### src/rtl/ifetch_unit.sv
// rtl/ifetch_unit.sv - instruction fetch: one-outstanding imem handshake feeding a {pc, instr} FIFO to decode
module ifetch_unit #(
    parameter int AW    = 32,
    parameter int DW    = 32,
    parameter int DEPTH = 2
) (
    input  logic                       clk,
    input  logic                       reset,
    input  logic [AW-1:0]              pc_in,
    input  logic                       flush,
    output logic                       fetch_stall,
    output logic                       imem_req,
    output logic [AW-1:0]              imem_addr,
    input  logic                       imem_gnt,
    input  logic                       imem_rvalid,
    input  logic [DW-1:0]              imem_rdata,
    output logic                       if_valid,
    input  logic                       if_ready,
    output logic [DW-1:0]              if_instr,
    output logic [AW-1:0]              if_pc,
    output logic [$clog2(DEPTH+1)-1:0] if_count
);

    localparam int CW = $clog2(DEPTH + 1);
    localparam int PW = $clog2(DEPTH);
    localparam logic [CW-1:0] FULL = CW'(DEPTH);

    typedef enum logic [1:0] {
        IDLE     = 2'd0,
        WAIT_GNT = 2'd1,
        WAIT_RSP = 2'd2,
        DROP     = 2'd3
    } state_t;

    state_t          state_q, state_d;
    logic            req_q, req_d;
    logic [AW-1:0]   addr_q, addr_d;
    logic            drop_pend_q, drop_pend_d;

    logic [AW-1:0]   pc_mem_q    [DEPTH];
    logic [DW-1:0]   instr_mem_q [DEPTH];
    logic [PW-1:0]   wr_ptr_q, rd_ptr_q;
    logic [CW-1:0]   count_q;

    logic            push;
    logic            pop;

    always_ff @(posedge clk or negedge reset) begin
        if (!reset) begin
            state_q     <= IDLE;
            req_q       <= 1'b0;
            addr_q      <= '0;
            drop_pend_q <= 1'b0;
        end else begin
            state_q     <= state_d;
            req_q       <= req_d;
            addr_q      <= addr_d;
            drop_pend_q <= drop_pend_d;
        end
    end

    // drop_pend remembers a flush seen while the request is still waiting for
    // its grant; the request itself must stay up until granted.
    always_comb begin
        state_d     = state_q;
        req_d       = req_q;
        addr_d      = addr_q;
        drop_pend_d = drop_pend_q;
        push        = 1'b0;
        case (state_q)
            IDLE: begin
                if (!flush && (count_q < FULL)) begin
                    req_d       = 1'b1;
                    addr_d      = pc_in;
                    drop_pend_d = 1'b0;
                    state_d     = WAIT_GNT;
                end
            end
            WAIT_GNT: begin
                if (imem_gnt) begin
                    req_d       = 1'b0;
                    drop_pend_d = 1'b0;
                    state_d     = (flush || drop_pend_q) ? DROP : WAIT_RSP;
                end else if (flush) begin
                    drop_pend_d = 1'b1;
                end
            end
            WAIT_RSP: begin
                if (imem_rvalid) begin
                    push    = !flush;
                    state_d = IDLE;
                end else if (flush) begin
                    state_d = DROP;
                end
            end
            DROP: begin
                if (imem_rvalid) begin
                    state_d = IDLE;
                end
            end
            default: state_d = IDLE;
        endcase
    end

    assign pop = (count_q != '0) && if_ready;

    always_ff @(posedge clk or negedge reset) begin
        if (!reset) begin
            wr_ptr_q <= '0;
            rd_ptr_q <= '0;
            count_q  <= '0;
            for (int i = 0; i < DEPTH; i++) begin
                pc_mem_q[i]    <= '0;
                instr_mem_q[i] <= '0;
            end
        end else if (flush) begin
            wr_ptr_q <= '0;
            rd_ptr_q <= '0;
            count_q  <= '0;
        end else begin
            if (push) begin
                pc_mem_q[wr_ptr_q]    <= addr_q;
                instr_mem_q[wr_ptr_q] <= imem_rdata;
                wr_ptr_q              <= wr_ptr_q + PW'(1);
            end
            if (pop) begin
                rd_ptr_q <= rd_ptr_q + PW'(1);
            end
            count_q <= count_q + CW'(push) - CW'(pop);
        end
    end

    assign fetch_stall = !push;
    assign imem_req    = req_q;
    assign imem_addr   = addr_q;
    assign if_valid    = (count_q != '0);
    assign if_instr    = instr_mem_q[rd_ptr_q];
    assign if_pc       = pc_mem_q[rd_ptr_q];
    assign if_count    = count_q;

    a_no_push_when_full : assert property (@(posedge clk) disable iff (!reset)
        !(push && !flush && (count_q == FULL)));

endmodule

### config.mk
export PLATFORM = sky130hd
export DESIGN_NAME = ifetch_unit
export DESIGN_NICKNAME = d
export VERILOG_FILES = /design/src/rtl/ifetch_unit.sv
export SDC_FILE = /design/constraint.sdc
export NUM_CORES = 1
export LEC_CHECK = 0
export CAP_MARGIN = 5
export CORE_MARGIN = 5
export CORE_UTILIZATION = 49
export CTS_CLUSTER_DIAMETER = 30
export DETAILED_ROUTE_END_ITERATION = 16
export PLACE_DENSITY = 0.79
export SETUP_SLACK_MARGIN = 0.4
export SLEW_MARGIN = 20
export SYNTH_ARGS = -nofsm -noshare
export SYNTH_HDL_FRONTEND = slang
export SYNTH_SLANG_ARGS = --single-unit
### constraint.sdc
create_clock -name clk -period 3.8 [get_ports clk]
set_clock_uncertainty 0.2 [all_clocks]
set_input_delay 0.76 -clock clk [delete_from_list [all_inputs] [get_ports clk]]
set_output_delay 0.76 -clock clk [all_outputs]
set_load 0.01 [all_outputs]
After elaboration in Yosys (flattened, before gate mapping):

Index checks and enable logic that the tools add are counted.

* add/sub/neg operators: 4
* $lt $le $gt $ge: 4
* equal/unequal tests: 8
* mux-type cells: 31
* bitwise logic cells: 3
* reduce and logical (&&, ||, !) cells: 16

Operators by type and width (count)
* $mux 32: 7
* $bwmux 64: 2
* $demux 32 s1: 1
* $mux 1: 12
* $mux 2: 6
* $pmux 2 s4: 1
* $reduce_bool 2->1: 4
* $ne 2x2->1 const B: 3
* $ne 3x3->1 const B: 2
* $reduce_and 3->1: 2
* $eq 2x2->1 const B: 2
* $ge 2x2->1 const B: 2
* $not 1->2: 2
* $pmux 1 s2: 2
* $reduce_and 2->1: 2
* $reduce_and 4->1: 1
* $logic_and 1x1->1: 3
* $add 1x1->1 const B: 2
* $add 2x1->2: 1
* $eq 2x1->1 const B: 1
* $logic_not 1->1: 2
* $logic_not 2->1: 1
* $lt 2x1->1 const B: 1
* $lt 2x2->1 const B: 1
* 3 further kinds: 3

* flip-flop bits (word level): 168
* input port bits: 70
* output and inout bits: 101
* logic and storage cells: 77

Longest topological paths before layout:

Gate-level depths: netlist of the first run.

* depth in word-level cells: 6
* gate-level depth with buffers: 7
* mapped depth without buffers: 6

Least setup slack after synthesis of the first run:

No wires, ideal clock.

* path kind: register to output
* from: register rd_ptr_q
* to: output port if_instr[0]
* arrival: 1.377 ns
* data required time: 2.840 ns
* path slack: 1.463 ns
* stages on the path, launching flop included: 4
* buffers on the path: 2
* cell sequence: dfrtp_1 > clkbuf_1 > clkbuf_1 > mux2_2

* word-level cells in the longest chain between the ends: 4

RTL lines
* start: declaration: RTL line 42 `logic [PW-1:0] wr_ptr_q, rd_ptr_q;`
* start signal: assignment: RTL line 127 `rd_ptr_q <= rd_ptr_q + PW'(1);`
* $not 1->2 (implied by the code): RTL line 137 `assign if_instr = instr_mem_q[rd_ptr_q];`
* $mux 32 (implied by the code) (3 in a row): RTL line 137
* end: declaration: RTL line 19 `output logic [DW-1:0] if_instr,`

Every way passes these cells. The select of a mux whose other input is x is not followed.

Final worst setup path of the first run:

* from: input port flush
* to: output port fetch_stall

* word-level cells in the longest chain between the ends: 4

RTL lines
* start: declaration: RTL line 10 `input logic flush,`
* $logic_not 1->1: RTL line 90 `push = !flush;`
* $mux 1: RTL line 89 `if (imem_rvalid) begin`
* $mux 1: RTL line 70 `case (state_q)`
* $logic_not 1->1: RTL line 133 `assign fetch_stall = !push;`
* end: declaration: RTL line 11 `output logic fetch_stall,`

Every way passes these cells.

==> flow_summary.ini, run 1 <==
[clocking]
cts_buffers = 17
cts_sinks = 168
htreeDepth = 4
root_buffer = clkbuf_16
cts_setup_buffers = 0
cts.reportedPaths.clkPinSlew_ps = 60
clock_path_buffers = 2
cts_tree = built
clk_latency_ps = 430
ctsHoldBuffers = 0
cts-resized-gates = 0

[sta]
setup_violations = 0
fin_ws_ps = 603.5
tightestPinTransition_ps = 895.2
post-route-period-util = 0.8412
tns_ps = 0
fmax_mhz = 312.8
hold_viol_final = 0
grt_setup_unrepaired = false
period_needed_ps = 3197
relSlewSlack = 0.4032
maxSlewViolCount = 0

[synth]
ys_seq_elements = 168
avgSynthCellArea_um2 = 15.88
synth_nets = 522
synth-seq-area-share = 0.5883
yosys_warnings = 0
syn_inst = 450
yosysUniqueCellTypes = 26
syn-cell-area_mm2 = 0.007146

[die]
die_h_um = 130.8
dieWidth_um = 130.8
start_util = 0.4954
rows = 44
die_area_mm2 = 0.01710
pin_count = 171
design.core.area_mm2 = 0.01442

[routing]
dr.pass1.iters = 4
ant_nets = 0
wl_per_cell_um = 18.69
route.detailed.drc = 0
viasPerCell = 5.185
num_vias = 4236
drt_iter0_drc = 140
wl_um = 15270

[critical_path]
worstPathCellList = clkdlybuf4s50_1 -> nand4bb_4 -> clkdlybuf4s50_1
worst-path-max-fanout = 10
required_ps = 2840
cp_num_cells = 3
reg2regPathDepth = 4
worstSetupStartpointType = input pin
crit_buf_inv = 2
worst_setup_path_end_kind = output pin
critPathTopFamily = buffers and inverters
arrival_ps = 2240
max_stage_delay_ps = 650
slowest_stage = clkdlybuf4s50_1
crit_top_cell = clkdlybuf4s50_1
crit_type = input pin to output pin

[run]
drv_cap = 0

[place]
hpwl_um = 10310
place_congestion = 0.7723
io_buffers = 170
pre_cts_slack_ps = 523.7

[global_route]
grt_pass1_vias = 4846
grt_pass1_wl_um = 24720
grt-ovfl-total = 0
antenna_found_initial = 0
grt_max_degree = 72
grt_use_total = 0.1880

[run_status]
status = completed

[power]
p_leak_nw = 4.250
ir_worst_vdd_v = 0.0006242
p_per_area_mw_per_mm2 = 857.0

[min_path]
hp-class = input pin to asynchronous set/reset pin

[final_layout]
antenna_cells = 0
final_common_cell = mux2_2
syn_to_final_growth_pct = 34.44
final_cell_mix = 216 x mux2_2, 169 x clkdlybuf4s50_1, 167 x dfrtp_1
multi_input_area_mm2 = 0.002755
drive_gt1_frac = 0.4060
nets = 693
nFillCells = 1085
final-seq-area_mm2 = 0.004205
## final cells by class
class                      count  share of cell area
clock inverter                 7             0.01224
sequential                   168              0.4377
timing repair buffer         177              0.1879
clock buffer                  24             0.05014
multi-input combinational    254              0.2868
inverter                       3            0.001172
tap                          184             0.02396
## final timing paths
| path | start | slack (ps) | to |
|---|---|---|---|
| max | flush | 600 | fetch_stall |
| min | reset | 60 | instr_mem_q[4] |
| max reg2reg | state_q[1] | 1450 | imem_addr[12] |
| min reg2reg | instr_mem_q[26] | 290 | instr_mem_q[26] |
| max in group asynchronous | reset | 2290 | imem_addr[25] |
| min in group clk | instr_mem_q[26] | 290 | instr_mem_q[26] |
## per-layer routing
layer,vias up,track usage,share of wire
met5,-,0,0
met4,0,0.07804,0.023
met3,25,0.05691,0.060
met2,108,0.3134,0.51
met1,2159,0.2281,0.40
li1,1944,-,-
## worst reg2reg max path: cells and delay by family, from the launching register on
kind                   cells  cell delay [ps]
flip-flops                 1              450
AND/OR/NAND/NOR            2              960
multiplexers               1              370
buffers and inverters      1              250
## synth_stat cells
| cell type | instances | share of area |
|---|---|---|
| a21o_1 | 1 | 0.0011 |
| a21oi_1 | 2 | 0.0014 |
| a311oi_1 | 1 | 0.0012 |
| buf_2 | 1 | 0.00070 |
| buf_4 | 10 | 0.011 |
| buf_6 | 7 | 0.011 |
| clkbuf_1 | 7 | 0.0037 |
| dfrtp_1 | 168 | 0.59 |
| ha_1 | 2 | 0.0035 |
| inv_1 | 3 | 0.0016 |
| mux2_1 | 8 | 0.013 |
| mux2_2 | 216 | 0.34 |
| nand3_1 | 1 | 0.00070 |
| nand3b_1 | 1 | 0.0011 |
| nand4bb_1 | 1 | 0.0016 |
| nand4bb_4 | 1 | 0.0039 |
| nor2_1 | 5 | 0.0026 |
| nor2_2 | 2 | 0.0018 |
| nor2b_1 | 1 | 0.00088 |
| o21a_1 | 1 | 0.0011 |
| o21ai_0 | 3 | 0.0021 |
| or2_1 | 1 | 0.00088 |
| or2_2 | 1 | 0.00088 |
| or3_1 | 2 | 0.0018 |
| xnor2_1 | 3 | 0.0037 |
| xor2_1 | 1 | 0.0012 |
## sequential cells by signal, indices dropped and copies added, names as in the netlist
register / count
drop_pend_q: 1
if_count: 2
imem_addr: 32
imem_req: 1
instr_mem_q: 64
pc_mem_q: 64
rd_ptr_q: 1
state_q: 2
wr_ptr_q: 1
## report_power, final
group / internal (mW) / switching, mW
sequential: 2.55 / 0.507
combinational: 2.19 / 1.23
clock: 1.08 / 0.670
total: 5.82 / 2.41
## per-stage QoR
| step | cell area, um^2 | utilization | cells | hold WS (ps) | power (mW) |
|---|---|---|---|---|---|
| final | 9607 | 0.6660 | 817 | 58.68 | 8.233 |
| after global routing | 9607 | 0.6660 | 817 | 94.06 | 8.705 |
| after CTS | 9607 | 0.6660 | 817 | 69.08 | 8.354 |
| after detailed placement | 9007 | 0.6245 | 786 | 275.3 | 6.556 |
| after global placement | 9007 | 0.6245 | 786 | 267.6 | 6.407 |
| after floorplan | 7146 | - | 450 | 258.5 | 4.739 |
## logic make-up (layout without fill, tap and decap cells)
family,count (synthesis),count (layout),share of synthesized area
buf+inv,28,211,0.02749
xor+xnor,4,4,0.004904
flops,168,168,0.5883
simple gates,16,16,0.01594
mux,224,224,0.3530
fa+ha+maj,2,2,0.003501
compound gates,8,8,0.006829
Note: power is estimated with default switching activity, not from simulation.
==> inputs of run 2 (changes only) <==
--- a/config.mk
+++ b/config.mk
@@ -7,10 +7,10 @@
 export LEC_CHECK = 0
 export CAP_MARGIN = 5
 export CORE_MARGIN = 5
-export CORE_UTILIZATION = 49
+export CORE_UTILIZATION = 45
 export CTS_CLUSTER_DIAMETER = 30
 export DETAILED_ROUTE_END_ITERATION = 16
-export PLACE_DENSITY = 0.79
+export PLACE_DENSITY = 0.76
 export SETUP_SLACK_MARGIN = 0.4
 export SLEW_MARGIN = 20
 export SYNTH_ARGS = -nofsm -noshare
==> constraint.sdc (replaced) <==
create_clock -name clk -period 2.93 [get_ports clk]
set_clock_uncertainty 0.2 [all_clocks]
set_input_delay 0.586 -clock clk [delete_from_list [all_inputs] [get_ports clk]]
set_output_delay 0.586 -clock clk [all_outputs]
set_load 0.01 [all_outputs]
==> flow_summary.ini, run 2 (synthesized netlist as in run 1, its figures left out) <==
[run_status]
status = completed

[global_route]
grt_pass1_vias = 4956
grt_use_total = 0.1891
grt_pass1_wl_um = 26740
grt_max_degree = 65
grt-ovfl-total = 0
antenna_found_initial = 1

[place]
pre_cts_slack_ps = 284.2
hpwl_um = 10580
io_buffers = 170
place_congestion = 0.7911

[power]
ir_worst_vdd_v = 0.0005056
p_leak_nw = 4.484
finalPower_mw = 10.49
p_per_area_mw_per_mm2 = 1072

[sta]
setup_violations = 0
grt_setup_unrepaired = true
post-route-period-util = 0.8870
tightestPinTransition_ps = 473.4
period_needed_ps = 2599
fmax_mhz = 384.8
fin_ws_ps = 331.0
maxSlewViolCount = 0
tns_ps = 0
hold_viol_final = 0
relSlewSlack = 0.6844

[routing]
viasPerCell = 5.048
route.detailed.drc = 0
num_vias = 4392
wl_per_cell_um = 19.38
wl_um = 16860
drt_iter0_drc = 119
dr.pass1.iters = 4
ant_nets = 0

[die]
die_area_mm2 = 0.01850
die_h_um = 136.0
rows = 46
start_util = 0.4548
pin_count = 171
design.core.area_mm2 = 0.01571
dieWidth_um = 136.0

[clocking]
clk_latency_ps = 420
root_buffer = clkbuf_16
clock_path_buffers = 2
htreeDepth = 4
cts_buffers = 17
cts.reportedPaths.clkPinSlew_ps = 70
cts_sinks = 168
cts_tree = built

[min_path]
hp-class = flop to flop
holdPathStages = 1

[final_layout]
antenna_cells = 0
final_common_cell = mux2_2
final-seq-area_mm2 = 0.004207
final_cell_mix = 216 x mux2_2, 166 x dfrtp_1, 104 x clkdlybuf4s50_1
syn_to_final_growth_pct = 36.96
drive_gt1_frac = 0.4924
nets = 713
nFillCells = 1239
multi_input_area_mm2 = 0.002755

[critical_path]
reg2regPathDepth = 4
worst_setup_path_end_kind = output pin
arrival_ps = 1810
worst-path-max-fanout = 6
required_ps = 2140
worstSetupStartpointType = flop
crit_type = flop to output pin

[run]
drv_cap = 0
run 2: worst paths after layout:
| check | startpoint | slack, ps | to |
|---|---|---|---|
| setup / recovery | rd_ptr_q | 330 | if_instr[14] |
| hold / removal | imem_req | 290 | imem_req |
| setup reg to reg | state_q[0] | 830 | instr_mem_q[27] |
| hold reg to reg | imem_req | 290 | imem_req |
| max in group asynchronous | reset | 1310 | if_count[1] |
| min in group asynchronous | reset | 480 | instr_mem_q[9] |
run 2: layout make-up:
class                           count  share of cell area
Timing Repair Buffer              197              0.2057
Sequential cell                   168              0.4298
Multi-Input combinational cell    254              0.2815
Tap cell                          216             0.02761
Clock buffer                       18             0.04385
Clock inverter                     14             0.01036
Inverter                            3            0.001151
run 2: routing by layer:
metal | up-vias | routed length [um] | GRT usage | share of wire
met5 | - | 13 | 0 | 0.00077
met1 | 2271 | 7406 | 0.2467 | 0.44
met3 | 16 | 899 | 0.05551 | 0.053
met2 | 114 | 8367 | 0.3107 | 0.50
li1 | 1989 | - | - | -
met4 | 2 | 170 | 0.04927 | 0.010
run 2: where the power goes:
part	switching (mW)	total [mW]	internal (mW)
clock	0.923	2.01	1.09
combinational	1.76	4.54	2.78
sequential	0.645	3.95	3.30
run 2: critical path: stages (launching register included):
cell	delay (ps)
dfrtp_2	430
buf_12	140
buf_12	120
buf_16	140
mux2_2	270
dlygate4sd2_1	290
run 2: per-stage QoR:
stage	area (um^2)	hold slack [ps]	util	std cells
after floorplan	7146	90.41	-	450
after global placement	9102	267.4	0.5793	822
after detailed placement	9102	277.5	0.5793	822
after CTS	9839	298.4	0.6262	867
after global routing	9787	311.4	0.6229	870
final	9787	290.1	0.6229	870
run 2: repair_timing:
item | in CTS | in global routing
gates resized for setup | 138 | 47
setup endpoints to repair | 65 | 50
hold endpoints to repair | 45 | 0
hold buffers | 1 | 0
setup buffers | 4 | 2
cloned | 8 | 1
